**config.mk**
```make
export PLATFORM = sky130hd
export DESIGN_NAME = fifo_out_uart_drain
export DESIGN_NICKNAME = d
export VERILOG_FILES = /design/src/rtl/trng_io_pkg.sv /design/src/rtl/fifo_out_uart_drain.sv
export SDC_FILE = /design/constraint.sdc
export NUM_CORES = 1
export LEC_CHECK = 0
export BUFFER_PORTS_ARGS = -buffer_cell sky130_fd_sc_hd__buf_4
export CAP_MARGIN = 10
export CORE_MARGIN = 5
export CORE_UTILIZATION = 45
export CTS_CLUSTER_SIZE = 28
export DETAILED_ROUTE_END_ITERATION = 6
export PLACE_DENSITY = 0.69
export SETUP_SLACK_MARGIN = 0.3
export SLEW_MARGIN = 5
export SYNTH_ARGS = -nofsm -noshare
export SYNTH_HDL_FRONTEND = slang
export SYNTH_SLANG_ARGS = --single-unit
```
**constraint.sdc**
```tcl
create_clock -name clk -period 4.1 [get_ports clk]
set_input_delay 0.82 -clock clk [delete_from_list [all_inputs] [get_ports clk]]
set_output_delay 0.82 -clock clk [all_outputs]
set_load 0.02 [all_outputs]
```
**src/rtl/trng_io_pkg.sv**
```systemverilog
// Shared TRNG I/O definitions: drain sequencer state codes, CPU memory-map
// addresses for FIFO_OUT and CTRL, and the UART byte width.
// Pure declarations; no clocked logic and no handshakes live here.
package trng_io_pkg;

  // UART transmitter byte width
  localparam int UART_BYTE_W = 8;

  // Drain sequencer state encodings
  localparam logic [2:0] ST_IDLE      = 3'd0;
  localparam logic [2:0] ST_FETCH     = 3'd1;
  localparam logic [2:0] ST_SEND      = 3'd2;
  localparam logic [2:0] ST_WAIT_ACK  = 3'd3;
  localparam logic [2:0] ST_WAIT_DONE = 3'd4;
  localparam logic [2:0] ST_GAP       = 3'd5;

  typedef enum logic [2:0] {
    S_IDLE      = ST_IDLE,
    S_FETCH     = ST_FETCH,
    S_SEND      = ST_SEND,
    S_WAIT_ACK  = ST_WAIT_ACK,
    S_WAIT_DONE = ST_WAIT_DONE,
    S_GAP       = ST_GAP
  } drain_state_e;

  // CPU memory map shared with the firmware
  localparam logic [31:0] CTRL_ADDR     = 32'h4000_0000;
  localparam logic [31:0] FIFO_OUT_ADDR = 32'h4000_0010;

  // Byte idx of a word in transmit order. lsb_first=1 walks [7:0] upward,
  // otherwise [31:24] downward.
  function automatic logic [UART_BYTE_W-1:0] select_byte(
    input logic [31:0] word,
    input logic [1:0]  idx,
    input logic        lsb_first
  );
    logic [1:0] lane;
    lane = lsb_first ? idx : (2'd3 - idx);
    case (lane)
      2'd0:    select_byte = word[7:0];
      2'd1:    select_byte = word[15:8];
      2'd2:    select_byte = word[23:16];
      default: select_byte = word[31:24];
    endcase
  endfunction

endpackage

```
**src/rtl/fifo_out_uart_drain.sv**
```systemverilog
// Purpose : drains FIFO_OUT to the UART TX, one 32-bit word as four bytes.
// Latency : start -> FETCH 2 edges, pop 3 edges, first tx_start 4 edges.
// Backpres: each byte waits on tx_busy (start/busy handshake); FIFO popped
//           only when a word is needed, empty FIFO ends the drain.
//
// Ports:
//   clk, rst_n          clock, asynchronous active-low reset
//   start, abort        drain request (IDLE only) / synchronous cancel
//   fifo_empty,
//   fifo_rd_data,
//   fifo_rd_en          fall-through FIFO_OUT read port (pop strobe out)
//   tx_busy, tx_start,
//   tx_data             UART TX byte handshake
//   busy, done,
//   word_count          status: active, drained-to-empty pulse, words sent
module fifo_out_uart_drain
  import trng_io_pkg::*;
#(
  parameter bit          LSB_FIRST  = 1'b1,
  parameter int unsigned GAP_CYCLES = 0
) (
  input  logic        clk,
  input  logic        rst_n,
  input  logic        start,
  input  logic        abort,
  input  logic        fifo_empty,
  input  logic [31:0] fifo_rd_data,
  output logic        fifo_rd_en,
  input  logic        tx_busy,
  output logic        tx_start,
  output logic [7:0]  tx_data,
  output logic        busy,
  output logic        done,
  output logic [15:0] word_count
);

  // Counter preload: the GAP state is entered for GAP_CYCLES clocks,
  // counting GAP_CYCLES-1 down to 0 inclusive.
  localparam logic [7:0] GAP_LOAD = (GAP_CYCLES > 0) ? 8'(GAP_CYCLES - 1) : 8'd0;

  drain_state_e           state_q, state_d;
  logic                   start_q;
  logic [31:0]            word_q, word_d;
  logic [1:0]             byte_idx_q, byte_idx_d;
  logic [7:0]             gap_q, gap_d;
  logic [15:0]            word_count_q, word_count_d;
  logic                   fifo_rd_en_q, fifo_rd_en_d;
  logic                   tx_start_q, tx_start_d;
  logic [UART_BYTE_W-1:0] tx_data_q, tx_data_d;
  logic                   done_q, done_d;
  logic                   busy_q;
  logic                   advance;

  // State and output registers
  always_ff @(posedge clk or negedge rst_n) begin
    if (!rst_n) begin
      state_q      <= S_IDLE;
      start_q      <= 1'b0;
      word_q       <= '0;
      byte_idx_q   <= '0;
      gap_q        <= '0;
      word_count_q <= '0;
      fifo_rd_en_q <= 1'b0;
      tx_start_q   <= 1'b0;
      tx_data_q    <= '0;
      done_q       <= 1'b0;
      busy_q       <= 1'b0;
    end else begin
      state_q      <= state_d;
      // The request is registered once before IDLE acts on it; abort in
      // the same cycle kills it so abort always wins over start.
      start_q      <= start & ~abort;
      word_q       <= word_d;
      byte_idx_q   <= byte_idx_d;
      gap_q        <= gap_d;
      word_count_q <= word_count_d;
      fifo_rd_en_q <= fifo_rd_en_d;
      tx_start_q   <= tx_start_d;
      tx_data_q    <= tx_data_d;
      done_q       <= done_d;
      // Registered from next state so busy drops together with done.
      busy_q       <= (state_d != S_IDLE);
    end
  end

  // Next-state and output decode
  always_comb begin
    state_d      = state_q;
    word_d       = word_q;
    byte_idx_d   = byte_idx_q;
    gap_d        = gap_q;
    word_count_d = word_count_q;
    fifo_rd_en_d = 1'b0;
    tx_start_d   = 1'b0;
    tx_data_d    = tx_data_q;
    done_d       = 1'b0;
    advance      = 1'b0;

    if (abort) begin
      // A popped-but-unfinished word is simply dropped; word_count kept.
      state_d = S_IDLE;
    end else begin
      case (state_q)
        S_IDLE: begin
          if (start_q) begin
            state_d      = S_FETCH;
            word_count_d = '0;
          end
        end

        S_FETCH: begin
          if (fifo_empty) begin
            state_d = S_IDLE;
            done_d  = 1'b1;
          end else begin
            word_d       = fifo_rd_data;
            fifo_rd_en_d = 1'b1;
            byte_idx_d   = 2'd0;
            state_d      = S_SEND;
          end
        end

        S_SEND: begin
          if (!tx_busy) begin
            tx_start_d = 1'b1;
            tx_data_d  = select_byte(word_q, byte_idx_q, LSB_FIRST);
            state_d    = S_WAIT_ACK;
          end
        end

        // No timeout here: a TX that never acknowledges is escaped by abort.
        S_WAIT_ACK: begin
          if (tx_busy) begin
            state_d = S_WAIT_DONE;
          end
        end

        S_WAIT_DONE: begin
          if (!tx_busy) begin
            if (GAP_CYCLES > 0) begin
              gap_d   = GAP_LOAD;
              state_d = S_GAP;
            end else begin
              advance = 1'b1;
            end
          end
        end

        S_GAP: begin
          if (gap_q == 8'd0) begin
            advance = 1'b1;
          end else begin
            gap_d = gap_q - 8'd1;
          end
        end

        default: begin
          state_d = S_IDLE;
        end
      endcase

      // Byte finished: next byte of this word, or next word after the last.
      if (advance) begin
        if (byte_idx_q == 2'd3) begin
          word_count_d = word_count_q + 16'd1;
          state_d      = S_FETCH;
        end else begin
          byte_idx_d = byte_idx_q + 2'd1;
          state_d    = S_SEND;
        end
      end
    end
  end

  assign fifo_rd_en = fifo_rd_en_q;
  assign tx_start   = tx_start_q;
  assign tx_data    = tx_data_q;
  assign busy       = busy_q;
  assign done       = done_q;
  assign word_count = word_count_q;

endmodule

```
* Word level (Yosys, flattened, before mapping)
Cells that the tools add are included.
Storage, ports and cells: bits in registers 74, input bits 38, word-level logic and storage cells 64
Cells by class: add/sub/neg operators 3, eq/ne operators 8, multiplexer cells 29, bitwise logic cells 5, reduce and logical (&&, ||, !) cells 8
Operator list (count):
- $mux W16 | 4
- $pmux W8 S3 | 1
- $add A16 B1 Y16 const B | 1
- $mux W3 | 5
- $pmux W3 S5 | 1
- $mux W2 | 6
- $mux W1 | 11
- $reduce_and A3 Y1 | 3
- $logic_not A8 Y1 | 1
- $sub A8 B1 Y8 const B | 1
- $eq A3 B2 Y1 const B | 2
- $eq A3 B3 Y1 const B | 2
- $eq A2 B2 Y1 const B | 2
- $not A1 Y1 | 4
- $eq A3 B1 Y1 const B | 1
- $logic_not A3 Y1 | 1
- $reduce_bool A3 Y1 | 1
- $add A2 B1 Y2 const B | 1
- $eq A2 B1 Y1 const B | 1
- $logic_not A2 Y1 | 1
- $pmux W1 S2 | 1
- $reduce_or A2 Y1 | 1
- $and A1 B1 Y1 | 1

* Longest topological paths before layout
Gate-level depths: netlist (run 1).
depth after elaboration 7, gate-level depth with buffers 9, mapped depth without buffers 6

* Worst setup path before layout (run 1)
Ideal clock, no wire load.
kind input to register, start point input port abort, end point register word_q[10], data arrival time 1984 ps, required time 3975 ps, setup slack 1991 ps, stages 3, path through nor4_2 > buf_2 > mux2_2
On the way: cells in the longest elaborated chain, start to end 2
RTL lines:
- start: declaration | line fifo_out_uart_drain.sv:25 | input logic abort,
- $not A1 Y1 (no line)
- $reduce_and A3 Y1 (no line)
- end signal: assignment | line fifo_out_uart_drain.sv:73 | word_q <= word_d;
- end: declaration | line fifo_out_uart_drain.sv:43 | logic [31:0] word_q, word_d;
Every way passes these cells. A chain may end at the register's enable or synchronous reset.

* Worst setup path after layout (run 1)
start point register byte_idx_q[0], end point register word_count_q[14] (netlist: word_count[14])
On the way: cells in the longest elaborated chain, start to end 3
RTL lines:
- start: declaration | line fifo_out_uart_drain.sv:44 | logic [1:0] byte_idx_q, byte_idx_d;
- start signal: assignment | line fifo_out_uart_drain.sv:74 | byte_idx_q <= byte_idx_d;
- $eq A2 B2 Y1 | line fifo_out_uart_drain.sv:164 | if (byte_idx_q == 2'd3) begin
- $mux W16 | line fifo_out_uart_drain.sv:164
- $mux W16 | line fifo_out_uart_drain.sv:163 | if (advance) begin
- end signal: assignment | line fifo_out_uart_drain.sv:76 | word_count_q <= word_count_d;
- end: declaration | line fifo_out_uart_drain.sv:46 | logic [15:0] word_count_q, word_count_d;
Every way passes these cells.

==> impl_metrics.yaml, run 1 <==
critical_path:
  path_buf_inv: 0
  critPathTopFamily: "simple AND/OR/NAND/NOR gates"
  crit_chain: "ha_1 > nand3b_1 > or2_0 > nor2_1 > nand2_1 > o31ai_1"
  crit_slowest_cell: "ha_1"
  crit_fanout: 18
  cp_data_required_time_ps: 4340
  max_stage_delay_ps: 580
  start_kind: "flip-flop"
  cp.arrival_ps: 2990
  crit_path_end_kind: "flip-flop"
  criticalPathCategory: "reg -> reg"
floorplanning:
  dieArea_mm2: 0.00947
  rows: 31
  initial_utilization_pct: 46.8
  die_w_um: 97.3
  die_height_um: 97.3
  core_mm2: 0.00733
  ioPinCount: 66
grt:
  grt_usage_pct: 16.3
  gr-total-overflow: 0
  antenna_found_initial: 0
  grt_max_degree: 75
  grt_pass1_vias: 2599
  grt_pass1_wl_um: 12500
clocking:
  clockBufferDepth: 2
  htree_levels: 3
  tritoncts: "yes"
  hold_buffers: 0
  cts_sinks: 74
  clk_latency_ps: 340
  ctsResizeCount: 0
  cts_root_buf: "clkbuf_8"
  path_clk_slew_ps: 70
  post-cts-setup-buffers: 0
  cts_buffers: 9
place:
  dp_hpwl_um: 5160
  portBuffers: 65
  dpl.cell_count: 459
  gp_congestion: 0.820
  place_worst_setup_slack_ps: 1390
timing:
  tightest_slew_ps: 918
  timing.final.ws_setup_ps: 1350
  setup_viol: 0
  fin_setup_tns_ps: 0
  finalHoldViolations: 0
  timing.fmax_mhz: 364
  min_period_ps: 2750
  maxSlewHeadroom_pct: 38.8
  drv_slew: 0
  fin_crit_sh_pct: 67.0
  whs_ps: 480
  fin_skew_ps: 6.38
  rsz0062_at_grt: "false"
logic_synthesis:
  synth_seq_area_share_pct: 54.0
  synth_fp_nets: 354
  synth_area_mm2: 0.00343
  syn_inst: 309
  yosys_warnings: 0
  synth_top_family_by_area: "simple AND/OR/NAND/NOR gates"
  ys_ff_latch: 74
  synthDistinctLibCells: 47
  synth_area_per_cell_um2: 11.1
  synth_xor_area_share_pct: 2.04
  synth_edf_count: 0
  synth_adder_area_share_pct: 2.55
  synth-simple-area-share_pct: 15.0
  synth_ff_type: "dfrtp_1"
  synth_mux_area_share_pct: 11.7
  synthArstFlopShare_pct: 100
  synth_compound_area_share_pct: 12.0
cells_and_area:
  fill_cells: 635
  layout_commonest_cell: "dfrtp_1"
  final_cell_mix: "74 x dfrtp_1, 66 x buf_4, 32 x mux2_2, 25 x nor2_1, 24 x nand2_1"
  n_antenna_cell: 0
  syn_to_final_growth_pct: 22.2
  nets: 416
  drive_gt1_share_pct: 32.2
  final_cells: 475
run:
  maxCapViolCount: 0
routing:
  drtIter0Drc: 119
  vias: 2543
  via_per_inst: 5.35
  drcViolationCount: 0
  firstDrtPassIters: 5
  avgRoutedWirePerCell_um: 15.6
  ant_nets: 0
  wirelength_um: 7430
pwr:
  total_power_uw: 1850
  peakVddDrop_v: 0.000218
  p_leak_uw: 0.00191
  power_density_mw_per_mm2: 441
worst_hold_path:
  hold_path.class: "reg -> reg"
status:
  outcome: "finished clean"
[worst register-to-register path: stages, from the launching register on]
cell and delay [ps]:
dfrtp_1 430, ha_1 580, nand3b_1 280, or2_0 380
nor2_1 580, nand2_1 160, o31ai_1 240
[registers in the layout, indices dropped and copies added, names as in the netlist]
| register | count |
|---|---|
| busy | 1 |
| byte_idx_q | 2 |
| done | 1 |
| fifo_rd_en | 1 |
| gap_q | 8 |
| start_q | 1 |
| state_q | 3 |
| tx_data | 8 |
| tx_start | 1 |
| word_count | 16 |
| word_q | 32 |
[per-stage QoR]
| stage | util, % | area (um2) |
|---|---|---|
| finish | 57.2 | 4190 |
| global route | 57.2 | 4190 |
| CTS | 57.2 | 4190 |
| detailed placement | 54.5 | 3990 |
| global placement | 54.5 | 3990 |
| floorplan | - | 3430 |
[path summary, 6_finish.rpt]
check	startpoint	to	slack [ps]	cells after the start
worst max-delay path	byte_idx_q[0]	word_count[14]	1350	6
worst min-delay path	tx_data[6]	tx_data[6]	480	2
worst max register to register	byte_idx_q[0]	word_count[14]	1350	6
worst min register to register	tx_data[6]	tx_data[6]	480	2
max in group asynchronous	rst_n	word_q[27]	2900	1
min in group asynchronous	rst_n	word_q[2]	590	1
[layout make-up]
type / instances / area (um2) / share of cell area [%]
inverters: 7 / 26.3 / 0.627
clock buffers: 12 / 145 / 3.46
multi-input cells: 213 / 1500 / 35.7
well taps: 99 / 124 / 2.96
clock inverters: 4 / 51.3 / 1.22
flip-flops and latches: 74 / 1850 / 44.2
repair buffers: 66 / 495 / 11.8
[routing by layer]
layer,vias to the layer above,global-route usage (%),wire length [um]
li1,1239,-,-
met2,66,23.6,3420
met4,0,8.41,133
met1,1227,23.0,3500
met5,-,0,0
met3,11,3.73,384
[cell families after synthesis]
kind of cell	Yosys count
DFF	74
and+or+nand+nor	99
muxes	36
xor gates and xnor gates	8
AOI/OAI and AO/OA	63
adders and majority gates	7
buffers and inverters	22
[cell usage after synthesis (2+ instances only)]
library cell,instances,share of area [%]
dfrtp_1,74,54
mux2_2,32,11
nor2_1,25,2.7
nand2_1,24,2.6
o21ai_0,20,2.9
a21oi_1,17,2.5
nand3_1,10,1.5
nor3_1,9,1.3
a222oi_1,8,2.3
clkbuf_1,8,0.88
ha_1,7,2.6
inv_1,7,0.77
buf_2,6,0.88
xnor2_1,6,1.5
nand2b_1,5,0.91
nand4_1,4,0.73
or3_1,4,0.73
a31oi_1,3,0.55
mux2i_1,3,0.88
a211oi_1,2,0.44
a21o_1,2,0.44
and3_1,2,0.36
nand3b_1,2,0.44
nor4_1,2,0.36
o21a_1,2,0.44
o31ai_1,2,0.44
or2_2,2,0.36
xor2_1,2,0.51
[where the power goes]
group          switching (uW)  total [uW]  internal (uW)
Combinational             168         349            182
Clock                     269         567            299
Sequential               74.7         932            858
Total                     511        1850           1340
Note: power is estimated with default switching activity, not from simulation.
==> run 2: changes to the inputs <==
- PLACE_DENSITY: 0.69 -> 0.72
- clock period: 4.1 -> 2.3 ns (I/O delays scaled with it)
==> run 2 against run 1 <==
Sequential power grew 78%. Via count grew 3.3%. Die area is the same. Clock skew grew 7.1 ps. Power grew 73%. Count of clock-buffer cells in the layout shrank 1. Register-to-register slack lost 1100 ps. Combinational power grew 82%. Global-route usage is essentially flat. Largest power group unchanged.
==> impl_metrics.yaml, run 2 (synthesis results as in run 1) <==
status:
  outcome: "finished clean"
grt:
  gr-total-overflow: 0
  grt_max_degree: 46
  grt_pass1_wl_um: 12700
  grt_usage_pct: 16.3
  grt_pass1_vias: 2609
  antenna_found_initial: 0
clocking:
  cts_sinks: 74
  cts_buffers: 9
  clk_latency_ps: 340
  clockBufferDepth: 2
  tritoncts: "yes"
  path_clk_slew_ps: 90
  htree_levels: 3
  hold_buffers: 0
  cts_root_buf: "clkbuf_8"
routing:
  drtIter0Drc: 191
  drcViolationCount: 0
  via_per_inst: 5.40
  avgRoutedWirePerCell_um: 15.5
  firstDrtPassIters: 4
  ant_nets: 0
  wirelength_um: 7540
  vias: 2626
timing:
  setup_viol: 0
  rsz0062_at_grt: "true"
  fin_skew_ps: 13.5
  min_period_ps: 2000
  drv_slew: 0
  finalHoldViolations: 0
  fin_setup_tns_ps: 0
  timing.fmax_mhz: 499
  fin_crit_sh_pct: 87.1
  tightest_slew_ps: 554
  maxSlewHeadroom_pct: 62.9
pwr:
  power_density_mw_per_mm2: 746
  p_sw_uw: 922
  p_int_uw: 2290
  p_clk_share_pct: 28.4
  p_comb_share_pct: 19.8
  peakVddDrop_v: 0.000377
  p_leak_uw: 0.00195
  seqPwrFrac_pct: 51.8
  switching_share_pct: 28.8
floorplanning:
  die_w_um: 97.3
  ioPinCount: 66
  dieArea_mm2: 0.00947
  core_mm2: 0.00733
  die_height_um: 97.3
  initial_utilization_pct: 46.8
  rows: 31
critical_path:
  start_kind: "flip-flop"
  r2r_slack_ps: 300
  crit_path_end_kind: "flip-flop"
  worst-r2r-cell-count: 5
  r2r-end: "byte_idx_q[1]"
  critPathTopFamily: "simple AND/OR/NAND/NOR gates"
  path_buf_inv: 0
  cp.arrival_ps: 2210
  max_stage_delay_ps: 530
  criticalPathCategory: "reg -> reg"
  reg2reg_from: "gap_q[4]"
  worstSetupStartpoint: "gap_q[4]"
  crit_slowest_cell: "or4b_4"
  crit_chain: "nor4_4 > a41oi_2 > or4b_4 > nor2_4 > mux2_1"
  crit_fanout: 3
  cp_data_required_time_ps: 2510
cells_and_area:
  layout_commonest_cell: "buf_4"
  largest_reg_flops: 32
  final_cells: 486
  regMostFlops: "word_q"
  drive_gt1_share_pct: 35.9
  n_antenna_cell: 0
  nets: 427
  final_cell_mix: "75 x buf_4, 71 x dfrtp_1, 32 x mux2_2, 24 x nand2_1, 24 x nor2_1"
  final_core_util_pct: 58.6
  syn_to_final_growth_pct: 25.3
worst_hold_path:
  hold_path.class: "in -> async"
place:
  gp_congestion: 0.833
  portBuffers: 65
  dpl.cell_count: 467
  dp_hpwl_um: 5380
run:
  maxCapViolCount: 0
==> run 2: changes by cell type in the layout (fill, tap and decap cells not counted), moves of 2 or more <==
cell | before | now
buf_4 | 66 | 75
clkinvlp_4 | 1 | 4
dfrtp_1 | 74 | 71
dfrtp_2 | 0 | 3
buf_12 | 0 | 2
==> run 2: area by class of cell <==
class	instances	area [um2]
Fill cell	617	3030
Multi-Input combinational cell	213	1510
Timing Repair Buffer	77	603
Clock inverter	5	38.8
Sequential cell	74	1860
Tap cell	99	124
Inverter	7	26.3
Clock buffer	11	141
==> run 2: worst max-delay path by stage <==
stage	end	slack, ps	cells after the start
after CTS	byte_idx_q[1]	270	5
final	byte_idx_q[1]	300	5
after floorplan	byte_idx_q[1]	270	5
after global routing	byte_idx_q[1]	210	5
after global placement	byte_idx_q[1]	280	5
after detailed placement	byte_idx_q[1]	220	5
==> run 2: what timing repair did <==
item / in CTS / in global routing
setup buffers: 2 / 1
endpoints found under the setup margin: 2 / 9
gates resized for setup: 2 / 6
endpoints found under the hold margin: 0 / 0
pin swaps: 1 / 1
==> run 2: worst register-to-register path, stage by stage (launching register included) <==
cell and delay [ps]:
dfrtp_2 440, nor4_4 300, a41oi_2 160, or4b_4 530
nor2_4 120, mux2_1 330
==> run 2: power groups by stage <==
stage | clock network (uW) | logic [uW] | registers, uW
2_1_floorplan | 0 | 342 | 1700
3_3_place_gp | 0 | 622 | 1670
3_5_place_dp | 0 | 640 | 1690
4_1_cts | 941 | 642 | 1660
5_1_grt | 993 | 709 | 1690
6_report | 912 | 634 | 1660
==> run 2: stage by stage <==
stage / hold slack (ps) / worst slack (ps) / total power (uW) / instance area (um2)
after floorplan: 164 / 274 / 2050 / 3430
after global placement: 412 / 284 / 2300 / 4080
after detailed placement: 415 / 222 / 2330 / 4080
after CTS: 26.6 / 266 / 3240 / 4280
after global routing: 48.7 / 212 / 3390 / 4300
final: 32.6 / 296 / 3210 / 4300
==> run 2: metal layers <==
| layer | share of wire (%) | vias to the layer above | track usage (%) |
|---|---|---|---|
| met4 | 1.0 | 0 | 5.86 |
| met2 | 47 | 62 | 24.9 |
| met5 | 0 | - | 0 |
| li1 | - | 1269 | - |
| met3 | 4.4 | 6 | 3.37 |
| met1 | 47 | 1289 | 23.1 |
